### src/rtl/bcd_separator.sv
// bcd_separator: iterative binary-to-BCD converter using shift-add-3
// (double-dabble). One input bit is consumed per clock. A start/busy/done
// handshake frames each conversion, and a sticky flag reports values that
// need more than DIGITS decimal digits.
module bcd_separator #(
    parameter int WIDTH  = 8,
    parameter int DIGITS = 3
) (
    input  logic                  clk,
    input  logic                  reset,
    input  logic                  start,
    input  logic [WIDTH-1:0]      numero,
    output logic                  busy,
    output logic                  done,
    output logic [4*DIGITS-1:0]   digits,
    output logic [3:0]            unidades,
    output logic [3:0]            decenas,
    output logic                  overflow
);

    localparam int SW = 4 * DIGITS;
    localparam int CW = $clog2(WIDTH + 1);

    localparam logic S_IDLE    = 1'b0;
    localparam logic S_CONVERT = 1'b1;

    localparam logic [CW-1:0] CNT_INIT = CW'(WIDTH);
    localparam logic [CW-1:0] CNT_LAST = CW'(1);

    logic             state_reg;
    logic [WIDTH-1:0] bin_reg;
    logic [SW-1:0]    scratch_reg;
    logic [CW-1:0]    cnt_reg;
    logic             ovf_reg;
    logic [SW-1:0]    digits_reg;
    logic             overflow_reg;
    logic             done_reg;

    logic [SW-1:0]    adjusted;
    logic [SW-1:0]    scratch_next;
    logic [WIDTH-1:0] bin_next;
    logic             shift_out;

    // Add-3 correction: each digit is adjusted independently, so the whole
    // layer is DIGITS parallel compare/add units with no carry between them.
    generate
        for (genvar gi = 0; gi < DIGITS; gi++) begin : g_adjust
            assign adjusted[4*gi +: 4] = (scratch_reg[4*gi +: 4] >= 4'd5)
                                       ? scratch_reg[4*gi +: 4] + 4'd3
                                       : scratch_reg[4*gi +: 4];
        end
    endgenerate

    // The adjusted accumulator and the binary register shift as one word;
    // the MSB of the binary value enters the units digit, and the top bit of
    // the accumulator falls off into the overflow flag.
    assign shift_out    = adjusted[SW-1];
    assign scratch_next = {adjusted[SW-2:0], bin_reg[WIDTH-1]};
    assign bin_next     = {bin_reg[WIDTH-2:0], 1'b0};

    // Control FSM plus datapath: load on accept, iterate WIDTH times, then
    // publish the result and return to idle.
    always_ff @(posedge clk or posedge reset) begin
        if (reset) begin
            state_reg    <= S_IDLE;
            bin_reg      <= '0;
            scratch_reg  <= '0;
            cnt_reg      <= '0;
            ovf_reg      <= 1'b0;
            digits_reg   <= '0;
            overflow_reg <= 1'b0;
            done_reg     <= 1'b0;
        end else begin
            done_reg <= 1'b0;
            case (state_reg)
                S_IDLE: begin
                    if (start) begin
                        bin_reg     <= numero;
                        scratch_reg <= '0;
                        cnt_reg     <= CNT_INIT;
                        ovf_reg     <= 1'b0;
                        state_reg   <= S_CONVERT;
                    end
                end
                S_CONVERT: begin
                    bin_reg     <= bin_next;
                    scratch_reg <= scratch_next;
                    ovf_reg     <= ovf_reg | shift_out;
                    cnt_reg     <= cnt_reg - CNT_LAST;
                    if (cnt_reg == CNT_LAST) begin
                        digits_reg   <= scratch_next;
                        overflow_reg <= ovf_reg | shift_out;
                        done_reg     <= 1'b1;
                        state_reg    <= S_IDLE;
                    end
                end
                default: state_reg <= S_IDLE;
            endcase
        end
    end

    assign busy     = (state_reg == S_CONVERT);
    assign done     = done_reg;
    assign digits   = digits_reg;
    assign overflow = overflow_reg;
    assign unidades = digits_reg[3:0];

    // The tens digit exists only when at least two digits are produced.
    generate
        if (DIGITS >= 2) begin : g_tens
            assign decenas = digits_reg[7:4];
        end else begin : g_no_tens
            assign decenas = 4'd0;
        end
    endgenerate

endmodule

### config.mk
export PLATFORM = sky130hd
export DESIGN_NAME = bcd_separator
export DESIGN_NICKNAME = d
export VERILOG_FILES = /design/src/rtl/bcd_separator.sv
export SDC_FILE = /design/constraint.sdc
export NUM_CORES = 1
export LEC_CHECK = 0
export BUFFER_PORTS_ARGS = -buffer_cell sky130_fd_sc_hd__buf_2
export CAP_MARGIN = 20
export CORE_MARGIN = 2
export CORE_UTILIZATION = 50
export CTS_CLUSTER_DIAMETER = 30
export CTS_CLUSTER_SIZE = 25
export DETAILED_ROUTE_END_ITERATION = 12
export PLACE_DENSITY_LB_ADDON = 0.08
export SLEW_MARGIN = 20
export SYNTH_ARGS = -nofsm -noshare
export SYNTH_HDL_FRONTEND = slang
export SYNTH_SLANG_ARGS = --single-unit
export TNS_END_PERCENT = 1
### constraint.sdc
create_clock -name clk -period 1.6 [get_ports clk]
set_input_delay 0.16 -clock clk [delete_from_list [all_inputs] [get_ports clk]]
set_output_delay 0.16 -clock clk [all_outputs]
set_load 0.02 [all_outputs]
==> out/results.tsv <==
stage	metric	value	unit
worst_setup_path	worst endpoint required time	1770	ps
yosys	Post-Syn Nets	213	
detailed_routing	TritonRoute pass-1 iters	4	
die	die span in y	66.7	microns
global_route	first-pass GRT wire length	6380	microns
worst_setup_path	Max stage delay on crit path	520	ps
sta	Fmax	0.630	GHz
detailed_routing	antenna viol nets, final	0	
detailed_routing	Wirelength per Cell	13.9	microns
detailed_routing	Vias	1458	
clocking	TritonCTS Buffers	5	
job	Max Cap Viol	0	
global_route	Total Routing Usage GR	0.195	
worst_setup_path	R2R cell count	5	
global_route	pin count of the biggest net entering global routing	29	
die	core area	3720	sq um
yosys	cell area after synthesis	1970	sq um
die	Top Ports	34	
sta	fin crit period	1590	ps
sta	# setup viols final	0	
layout	Syn-to-layout area delta	20.2	%
yosys	yosys warns	0	
global_route	initial antenna violation count	0	
sta	final worst-path cycle share	0.991	
worst_setup_path	R2R Setup Slk	10	ps
worst_setup_path	CP endpoint kind	flip-flop	
detailed_routing	routed wire length on met2	2060	microns
clocking	H-tree depth reported by CTS	2	
detailed_routing	DRT met1 WL	1670	microns
yosys	FF+latch count, synth	40	
layout	ANT cells	0	
worst_setup_path	Bufs and invs on worst path	2	
global_route	vias in the first global route	1433	
worst_setup_path	Reg2Reg Capture Point	digits[10]	
detailed_routing	Vias/cell	5.19	
sta	Worst Tran Pin Value	311	ps
layout	Final Cell Area	2360	sq um
min_path	Hold Startpoint	numero[0]	
sta	Max-slew headroom	0.791	
placed_design	DP Wirelength	2840	microns
yosys	number of synthesized flops with an enable pin	0	
pwr	Power Dens Cells	2140	nW/um^2
worst_setup_path	top cell family by delay on the critical path	simple AND/OR/NAND/NOR gates	
clocking	CTS root buf	clkbuf_8	
global_route	grt ovf	0	
clocking	CTS tree	built	
die	die width	66.7	microns
clocking	CTS clk-pin slew, worst paths	70	ps
yosys	sequential fraction of the synthesis area	0.509	
pwr	Design Power	0.00506	W
layout	post-layout util	0.636	
sta	fin worst setup slack	13.7	ps
placed_design	final RePlAce weighted congestion	0.789	
clocking	total clock sinks	40	
outcome	run status	completed	
clocking	postcts setup bufs	0	
worst_setup_path	Crit path arrival time	1760	ps
worst_setup_path	critical path class	reg -> reg	
placed_design	PortBufs	33	
sta	Max Slew Vio Count	0	
min_path	Min-Delay Path Class	in -> reg	
sta	Final Hold Viols	0	
layout	layout net count	251	
detailed_routing	final wirelength	3900	microns
placed_design	placed cell area	2200	sq um
die	# rows	22	
die	Initial Util	0.529	
yosys	Most used DFF post-synth	dfrtp_1	
placed_design	pre-CTS WS	-34.8	ps
pwr	Worst VDD drop	0.000981	V
sta	worst clock skew	3.52	ps
detailed_routing	DRC	0	
clocking	CTS Buffer Depth	2	
worst_setup_path	critical-path maximum fanout	9	
die	die area	4450	sq um
pwr	P_leak	1.16	nW
yosys	syn_area_per_cell	10.1	sq um
layout	ratio of cells with drive above 1 in the final layout	0.326	
detailed_routing	DR WL met3	136	microns
min_path	Hold Path Sink	bin_reg[0]	
clocking	clk_lat worst skew	280	ps
worst_setup_path	startpoint types	flip-flop	
sta	RSZ-0062 raised after global routing	yes	
layout	Layout fillers	323	
yosys	Synth async-reset ratio	1.00	
yosys	synth unique cells	32	
worst_setup_path	slowest CP cell	or4b_4	
worst_setup_path	FF-to-FF Start	cnt_reg[1]	
detailed_routing	Top Layer Used	met4	
detailed_routing	First DRT Iteration DRCs	74	
worst_setup_path	crit-path cells	inv_2 -> ha_1 -> or4b_4 -> clkinv_8 -> mux2_4	
min_path	Hold Path Cell Cnt	3	
yosys	post-synthesis instance total	194	
where the power goes:
part	switching, W	leakage (nW)	internal [W]
logic	0.00142	0.613	0.00118
registers	0.000354	0.499	0.00144
clock network	0.000317	0.0455	0.000351
total	0.00209	1.16	0.00297
layer usage:
metal	track usage	vias up
met2	0.350	26
met1	0.230	699
met4	0.0587	0
met3	0.0439	5
met5	0	-
li1	-	728
per-stage QoR:
| step | instances | setup TNS (ps) | hold slack, ps |
|---|---|---|---|
| after floorplan | 194 | -338 | 316 |
| after global routing | 281 | -91.8 | 142 |
| after global placement | 272 | 0 | 204 |
| after CTS | 281 | 0 | 117 |
| after detailed placement | 272 | -46.5 | 214 |
| final | 281 | 0 | 123 |
layout make-up:
cell class                 count  area (sq um)  area share
clock buffer                   8          90.1      0.0381
inverter                      13          63.8      0.0270
multi-input combinational    124           855       0.362
sequential                    40          1000       0.424
tap                           48          60.1      0.0254
timing repair buffer          48           293       0.124
placed cells by master (no fill, tap or decap), drive strengths merged, types with 2 or more instances in the layout:
cell / count
a21oi: 11
a22o: 2
buf: 47
clkbuf: 8
dfrtp: 40
ha: 8
inv: 12
mux2: 4
mux2i: 10
nand2: 29
nand2b: 3
nand3: 2
nor2: 8
nor3: 2
nor3b: 5
o21ai: 21
o22ai: 8
xnor2: 4
kinds of logic (layout without fill, tap and decap cells):
family	count (synthesis)	after routing	synth area share
compound gates	47	47	0.139
mux	14	14	0.0738
simple gates	51	51	0.120
fa+ha+maj	8	8	0.0509
flops	40	40	0.509
xor+xnor	4	4	0.0178
buf+inv	30	69	0.0891
synth_stat cells, drive strengths merged, types with 3 or more instances:
master  number  area (sq um)
ha           8           100
o22ai        8          50.1
mux2         4          45.0
mux2i       10           100
buf         12          95.1
nand2b       3          18.8
a21oi       11          55.1
nor3b        5          37.5
clkbuf       5          18.8
xnor2        4          35.0
o21ai       21           113
inv         12          45.0
dfrtp       40          1000
nor2         8          30.0
nand2       29           109
worst max-delay path by stage:
stage                               from             end  slack (ps)  depth (start not counted)
after floorplan                     busy      digits[10]        -100                          6
after global placement        cnt_reg[1]       digits[6]          40                          5
after detailed placement  scratch_reg[1]  scratch_reg[2]         -30                          6
after CTS                 scratch_reg[9]      digits[10]         0.3                          6
after global routing          cnt_reg[1]      digits[10]         -40                          5
final                         cnt_reg[1]      digits[10]          10                          5
repair_timing:
action	4_1_cts	5_1_grt
hold buffers	1	0
setup endpoints to repair	2	17
gates resized for setup	2	15
endpoints found under the hold margin	40	0
pin swaps	0	2
worst reg2reg max path, stage by stage (launching register included):
cell and delay (ps):
dfrtp_1 390, inv_2 60, ha_1 120, or4b_4 520, clkinv_8 100, mux2_4 300
Power figures use the tool's default switching activity.
